File: src/rtl/serial_regbank.sv
// Serial-bus register bank with strobe/ack handshake, read-only status bits and self-clearing pulse bits.
// Latency 1: ack/data_rd/adr_err/wr_stb follow each strobe by one cycle. Fully pipelined, no backpressure.
// REGBANK_WRCNT_EN adds a 16-bit saturating write counter at address NREG.
module serial_regbank #(
    parameter int NREG      = 11,
    parameter int ADRSIZE   = 7,
    parameter int REGSIZE   = 32,
    parameter int PULSE_LEN = 1,
    parameter logic [NREG*REGSIZE-1:0] INIT_VEC   = '0,
    parameter logic [NREG*REGSIZE-1:0] RO_MASK    = '0,
    parameter logic [NREG*REGSIZE-1:0] PULSE_MASK = '0
) (
    input  logic                      clock,
    input  logic                      reset_n,
    input  logic                      strobe,
    input  logic [ADRSIZE:0]          adr_in,
    input  logic [REGSIZE-1:0]        data_wr,
    output logic [REGSIZE-1:0]        data_rd,
    output logic                      ack,
    output logic                      adr_err,
    input  logic [NREG*REGSIZE-1:0]   hw_rd,
    output logic [NREG*REGSIZE-1:0]   regs,
    output logic [NREG-1:0]           wr_stb
);
    localparam int CW = $clog2(PULSE_LEN + 1);
    localparam logic [CW-1:0]      PLOAD  = CW'(PULSE_LEN);
    localparam logic [ADRSIZE-1:0] NREG_A = ADRSIZE'(NREG);

    logic               wr;
    logic [ADRSIZE-1:0] adr;
    logic               adr_bad;
    logic [NREG-1:0]    wr_hit;
    logic [REGSIZE-1:0] reg_q   [NREG];
    logic [REGSIZE-1:0] rd_word [NREG];
    logic [REGSIZE-1:0] rd_val;

    assign wr  = adr_in[ADRSIZE];
    assign adr = adr_in[ADRSIZE-1:0];

`ifdef REGBANK_WRCNT_EN
    logic [15:0] wrcnt_q;
    assign adr_bad = adr > NREG_A;

    always_ff @(posedge clock or negedge reset_n) begin
        if (!reset_n) begin
            wrcnt_q <= '0;
        end else if (strobe && wr) begin
            if (adr < NREG_A) begin
                if (wrcnt_q != 16'hFFFF) wrcnt_q <= wrcnt_q + 16'd1;
            end else if (adr == NREG_A) begin
                wrcnt_q <= '0;
            end
        end
    end
`else
    assign adr_bad = adr >= NREG_A;
`endif

    for (genvar r = 0; r < NREG; r++) begin : g_reg
        localparam logic [REGSIZE-1:0] RO = RO_MASK[r*REGSIZE +: REGSIZE];
        localparam logic [REGSIZE-1:0] PM = PULSE_MASK[r*REGSIZE +: REGSIZE] & ~RO;
        localparam logic [REGSIZE-1:0] RV = INIT_VEC[r*REGSIZE +: REGSIZE] & ~RO & ~PM;

        logic [CW-1:0] cnt_q;

        assign wr_hit[r] = strobe && wr && (adr == ADRSIZE'(r));
        assign regs[r*REGSIZE +: REGSIZE] = reg_q[r];
        assign rd_word[r] = (reg_q[r] & ~RO) | (hw_rd[r*REGSIZE +: REGSIZE] & RO);

        // A write always reloads or kills the pulse timer, so it wins over a same-edge expiry.
        always_ff @(posedge clock or negedge reset_n) begin
            if (!reset_n) begin
                reg_q[r] <= RV;
                cnt_q    <= '0;
            end else if (wr_hit[r]) begin
                reg_q[r] <= data_wr & ~RO;
                cnt_q    <= (|(data_wr & PM)) ? PLOAD : '0;
            end else if (cnt_q != '0) begin
                cnt_q <= cnt_q - 1'b1;
                if (cnt_q == CW'(1)) reg_q[r] <= reg_q[r] & ~PM;
            end
        end
    end

    always_comb begin
        rd_val = '0;
        for (int r = 0; r < NREG; r++) begin
            if (adr == ADRSIZE'(r)) rd_val = rd_word[r];
        end
`ifdef REGBANK_WRCNT_EN
        if (adr == NREG_A) rd_val = REGSIZE'(wrcnt_q);
`endif
    end

    always_ff @(posedge clock or negedge reset_n) begin
        if (!reset_n) begin
            data_rd <= '0;
            ack     <= 1'b0;
            adr_err <= 1'b0;
            wr_stb  <= '0;
        end else begin
            ack     <= strobe;
            adr_err <= strobe && adr_bad;
            wr_stb  <= wr_hit;
            if (strobe) data_rd <= rd_val;
        end
    end
endmodule

File: config.mk
export PLATFORM = sky130hd
export DESIGN_NAME = serial_regbank
export DESIGN_NICKNAME = d
export VERILOG_FILES = /design/src/rtl/serial_regbank.sv
export SDC_FILE = /design/constraint.sdc
export NUM_CORES = 1
export LEC_CHECK = 0
export CAP_MARGIN = 20
export CORE_AREA = 2 2 311 313
export CTS_CLUSTER_DIAMETER = 150
export DETAILED_ROUTE_END_ITERATION = 8
export DIE_AREA = 0 0 313 315
export HOLD_SLACK_MARGIN = 0.12
export PLACE_DENSITY = 0.38
export SETUP_SLACK_MARGIN = 0.2
export SKIP_LAST_GASP = 1
export SLEW_MARGIN = 20
export SYNTH_ARGS = -nofsm -noshare
export SYNTH_HDL_FRONTEND = slang
export SYNTH_SLANG_ARGS = --single-unit
File: constraint.sdc
create_clock -name clock -period 3.5 [get_ports clock]
set_input_delay 1.05 -clock clock [delete_from_list [all_inputs] [get_ports clock]]
set_output_delay 1.05 -clock clock [all_outputs]
set_load 0.02 [all_outputs]
Word-level counts from Yosys, hierarchy flattened
Index checks and enable logic that the tools add are counted.
{"block": "op_classes", "n_lt_le_gt_ge": 1, "n_eq_ne": 10, "n_mux": 11, "n_reduce_logical": 14}
{"operator": "two-way mux 32 bit", "n": 11}
{"operator": "== test 7 x 3 -> 1 bit (second input constant)", "n": 4}
{"operator": "== test 7 x 4 -> 1 bit (second input constant)", "n": 3}
{"operator": "== test 7 x 2 -> 1 bit (second input constant)", "n": 2}
{"operator": "logical AND 1 bit", "n": 13}
{"operator": "== test 7 x 1 -> 1 bit (second input constant)", "n": 1}
{"operator": ">= comparator 7 x 4 -> 1 bit (second input constant)", "n": 1}
{"operator": "zero test 7 bit", "n": 1}
{"block": "word_totals", "reg_bits": 397, "elab_cells": 51}

Logic depth before layout (Yosys ltp)
{"block": "depth", "word_depth": 12, "depth_mapped": 9, "ltp_nobuf": 6}

Worst setup path before layout
OpenSTA, ideal clock, no wires.
{"block": "synth_path", "kind": "input to register", "from": "input adr_in[3]", "to": "register reg_q (netlist bit regs[194])", "arrival_ns": 2.669, "slack_ns": 0.706, "stages": 7, "n_path_buf": 3, "path_cell_list": "buf_2 > nor4_4 > nand2_4 > or3_1 > buf_4 > buf_6 > mux2_4"}
{"block": "synth_between", "elab_chain_len": 2}
{"element": "start, declared", "line_no": "16", "text": "input logic [ADRSIZE:0] adr_in,"}
{"element": "== test 7 x 3 -> 1 bit", "line_no": "66", "text": "assign wr_hit[r] = strobe && wr && (adr == ADRSIZE'(r));"}
{"element": "logical AND 1 bit", "line_no": "66"}
{"element": "end signal, assigned by index", "line_no": "76", "text": "reg_q[r] <= data_wr & ~RO;"}
{"element": "end signal, assigned by index", "line_no": "80", "text": "if (cnt_q == CW'(1)) reg_q[r] <= reg_q[r] & ~PM;"}
{"element": "end, declared", "line_no": "33", "text": "logic [REGSIZE-1:0] reg_q [NREG];"}
Every way passes these cells.
A chain may end at the register's enable or synchronous reset.

Worst setup path after layout
{"block": "layout_path", "from": "register reg_q (netlist bit regs[101])", "to": "output regs[101]"}
{"element": "end, declared", "line_no": "22", "text": "output logic [NREG*REGSIZE-1:0] regs,"}
No word-level cell between the ends.

==> results_dict.tcl <==
set metrics [dict create \
    root_buffer "clkbuf_16" \
    holdWs_ns 0.457 \
    peakVddDrop_mv 0.324 \
    die_h_microns 315 \
    end_kind "primary output" \
    crit_required_ns 2.45 \
    grt_max_degree 87 \
    drc_errors 0 \
    worst-path-buf-inv 1 \
    synth_top_flop_cell "dfrtp_1" \
    max_freq_mhz 340 \
    max_slew_margin_pct 51.1 \
    r2r_start "regs[117]" \
    grtUsageTotal_pct 18.0 \
    num-fill-cells 9978 \
    rsz0062_at_grt "no" \
    worstSetupPathType "reg2out" \
    finalHoldViolCount 0 \
    place_congestion 0.780 \
    syn-num-nets 1965 \
    die-width_microns 313 \
    hold_path_class "in2async" \
    max_stage_delay_ns 0.91 \
    overflow 0 \
    ys_seq_area_share_pct 55.3 \
    p_seq_share_pct 42.7 \
    powerDensity_mw_per_mm2 449 \
    cpMaxStageDelayCell "clkdlybuf4s50_1" \
    crit_path_cell_trace "clkdlybuf4s50_1" \
    maxCapViolations 0 \
    crit_end "regs[101]" \
    antenna_found_initial 9 \
    critical_path_depth 1 \
    slew_viol_final 0 \
    worstPathArrival_ns 1.90 \
    nets 2417 \
    viasPerCell 4.43 \
    cts_resized 0 \
    switchingPower_w 0.00327 \
    worst_slew_pin_slew_ns 0.732 \
    crit_path_start_kind "flop" \
    fin_skew_ns 0.0224 \
    diodes 0 \
    p_sw_share_pct 27.8 \
    post-route-min-period_ns 2.95 \
    synth_seq_cells 397 \
    status "complete, no violations" \
    cts_num_sinks 397 \
    routed_wl_microns 91200 \
    cts_max_level 2 \
    grt_pass1_vias 15300 \
    finalInstanceArea_sq_mm 0.0262 \
    start_util_pct 18.8 \
    syn_to_final_growth_pct 45.8 \
    rrSetupSlack_ns 1.79 \
    clockBufferDepth 3 \
    power.leakage_nw 11.8 \
    dpl_cell_area_sq_mm 0.0246 \
    fp.coreArea_sq_mm 0.0957 \
    async_reset_ff_share_pct 100 \
    path_delay_family "buffers and inverters" \
    power_frac_comb_pct 14.4 \
    syn_area_sq_mm 0.0180 \
    finalSetupViolCount 0 \
    io_pins 792 \
    postCtsHoldBufs 0 \
    cts_tree "yes" \
    pre_cts_slack_ns 0.0219 \
    port-buffer-count 439 \
    setup_tns_ns 0 \
    cp_max_fo 3 \
    antenna_left 0 \
    firstDrtPassIters 5 \
    drtIter0Drc 942 \
    yosysWarnings 0 \
    dieArea_sq_mm 0.0986 \
    avgSynthCellArea_sq_um 11.4 \
    num_vias 14800 \
    period_share_pct 84.1 \
    startpoint "regs[101]" \
    worstSkewPairLatency_ns 0.61 \
    p_clk_share_pct 42.9 \
    ys_types 45 \
    dpl.hpwl_microns 64600 \
    worstRegToRegCells 4 \
    synth_cells 1570 \
    cts_buffers 51 \
    wire_per_inst_microns 27.3 \
    fp-row-count 114 \
    p_total_w 0.0118 \
    fin_ws_ns 0.555 \
    drive_gt1_share_pct 23.7 \
    r2r-end "data_rd[21]" \
    synth_edf_count 0 \
    post_cts_buffers 0 \
    grt_pass1_wl_microns 125000 \
    power.internal_w 0.00849 \
    clkTransAtPathRegs_ns 0.05 \
]
[layout make-up]
type | instances | area, sq um | area share (%)
sequential | 397 | 9930 | 37.9
multi-input combinational | 1018 | 7460 | 28.5
timing repair buffer | 538 | 5560 | 21.2
tap | 1276 | 1600 | 6.10
clock buffer | 81 | 1480 | 5.65
clock inverter | 9 | 91.3 | 0.349
inverter | 16 | 60.1 | 0.229
[stage by stage]
| step | utilization [%] | instances |
|---|---|---|
| final | 27.4 | 3335 |
| after global routing | 27.4 | 3335 |
| after CTS | 27.4 | 3335 |
| after detailed placement | 25.7 | 3245 |
| after global placement | 25.7 | 3245 |
| after floorplan | - | 1570 |
[state kept, by name (all words and copies together) (netlist names)]
name     count
wr_stb      11
regs       352
data_rd     32
ack          1
adr_err      1
[cell usage after synthesis, types with 3 or more instances]
master | n | share of area, %
dfrtp_1 | 397 | 55
nand2_1 | 293 | 6.1
mux2_2 | 227 | 14
a21oi_1 | 101 | 2.8
o21ai_0 | 90 | 2.5
clkbuf_1 | 83 | 1.7
o22ai_1 | 54 | 1.9
nor2_1 | 53 | 1.1
buf_2 | 35 | 0.98
mux2_4 | 29 | 2.4
mux2i_1 | 28 | 1.6
mux4_2 | 25 | 3.1
nand3b_1 | 17 | 0.71
o21a_1 | 16 | 0.67
buf_1 | 15 | 0.31
inv_1 | 15 | 0.31
a21boi_0 | 13 | 0.54
a22oi_1 | 9 | 0.38
o221ai_1 | 9 | 0.44
nand2b_1 | 8 | 0.28
a2111oi_0 | 6 | 0.29
o221a_2 | 6 | 0.38
nor3_2 | 5 | 0.28
nor2b_1 | 4 | 0.14
buf_6 | 3 | 0.19
nand3_1 | 3 | 0.084
or3_1 | 3 | 0.10
[logic make-up after synthesis]
group           share of synthesized area, %
simple gates                            9.39
compound gates                          10.3
mux                                     21.4
buf+inv                                 3.66
flops                                   55.3
[power groups by stage]
stage | sequential [W] | clock [W] | combinational (W)
CTS | 0.00503 | 0.00521 | 0.00172
finish | 0.00503 | 0.00504 | 0.00169
detailed placement | 0.00511 | 0 | 0.00171
global route | 0.00506 | 0.00539 | 0.00181
floorplan | 0.00533 | 0 | 0.000459
global placement | 0.00510 | 0 | 0.00171
[metal layers]
layer	global-route usage [%]	part of all wire (%)	up-vias
met2	27.9	44	612
met5	0	0.031	-
met1	23.7	44	7623
li1	-	-	6424
met4	3.93	1.9	4
met3	7.10	9.9	95
[worst min path at each step]
stage | startpoint | cells past startpoint | endpoint
finish | reset_n | 1 | regs[187]
global route | reset_n | 1 | regs[187]
CTS | reset_n | 1 | regs[54]
detailed placement | regs[337] | 2 | regs[337]
global placement | regs[337] | 2 | regs[337]
floorplan | regs[287] | 2 | regs[287]
[cell usage in the layout, fill, tap and decap left out, types with 2 or more instances in the layout]
master,count
nor2_4,4
o22ai_1,54
mux2i_1,28
a21boi_1,2
o21a_1,16
a21oi_1,101
nand3_1,2
nand2b_1,7
a311o_1,2
buf_12,34
a22oi_1,9
clkbuf_1,21
nor2b_1,3
nand2_2,4
a21boi_0,13
mux2_2,227
clkbuf_8,9
nor2_1,50
nor3_4,5
nand3b_1,17
inv_2,4
a31oi_1,2
mux4_2,25
mux2_4,29
nand2_4,2
clkbuf_16,51
nand2_1,288
and2_1,2
o221a_2,6
clkdlybuf4s50_1,434
dfrtp_1,397
clkinv_2,5
o221ai_1,9
buf_4,68
a2111oi_0,6
inv_1,12
o21ai_0,90
Power figures use the tool's default switching activity.
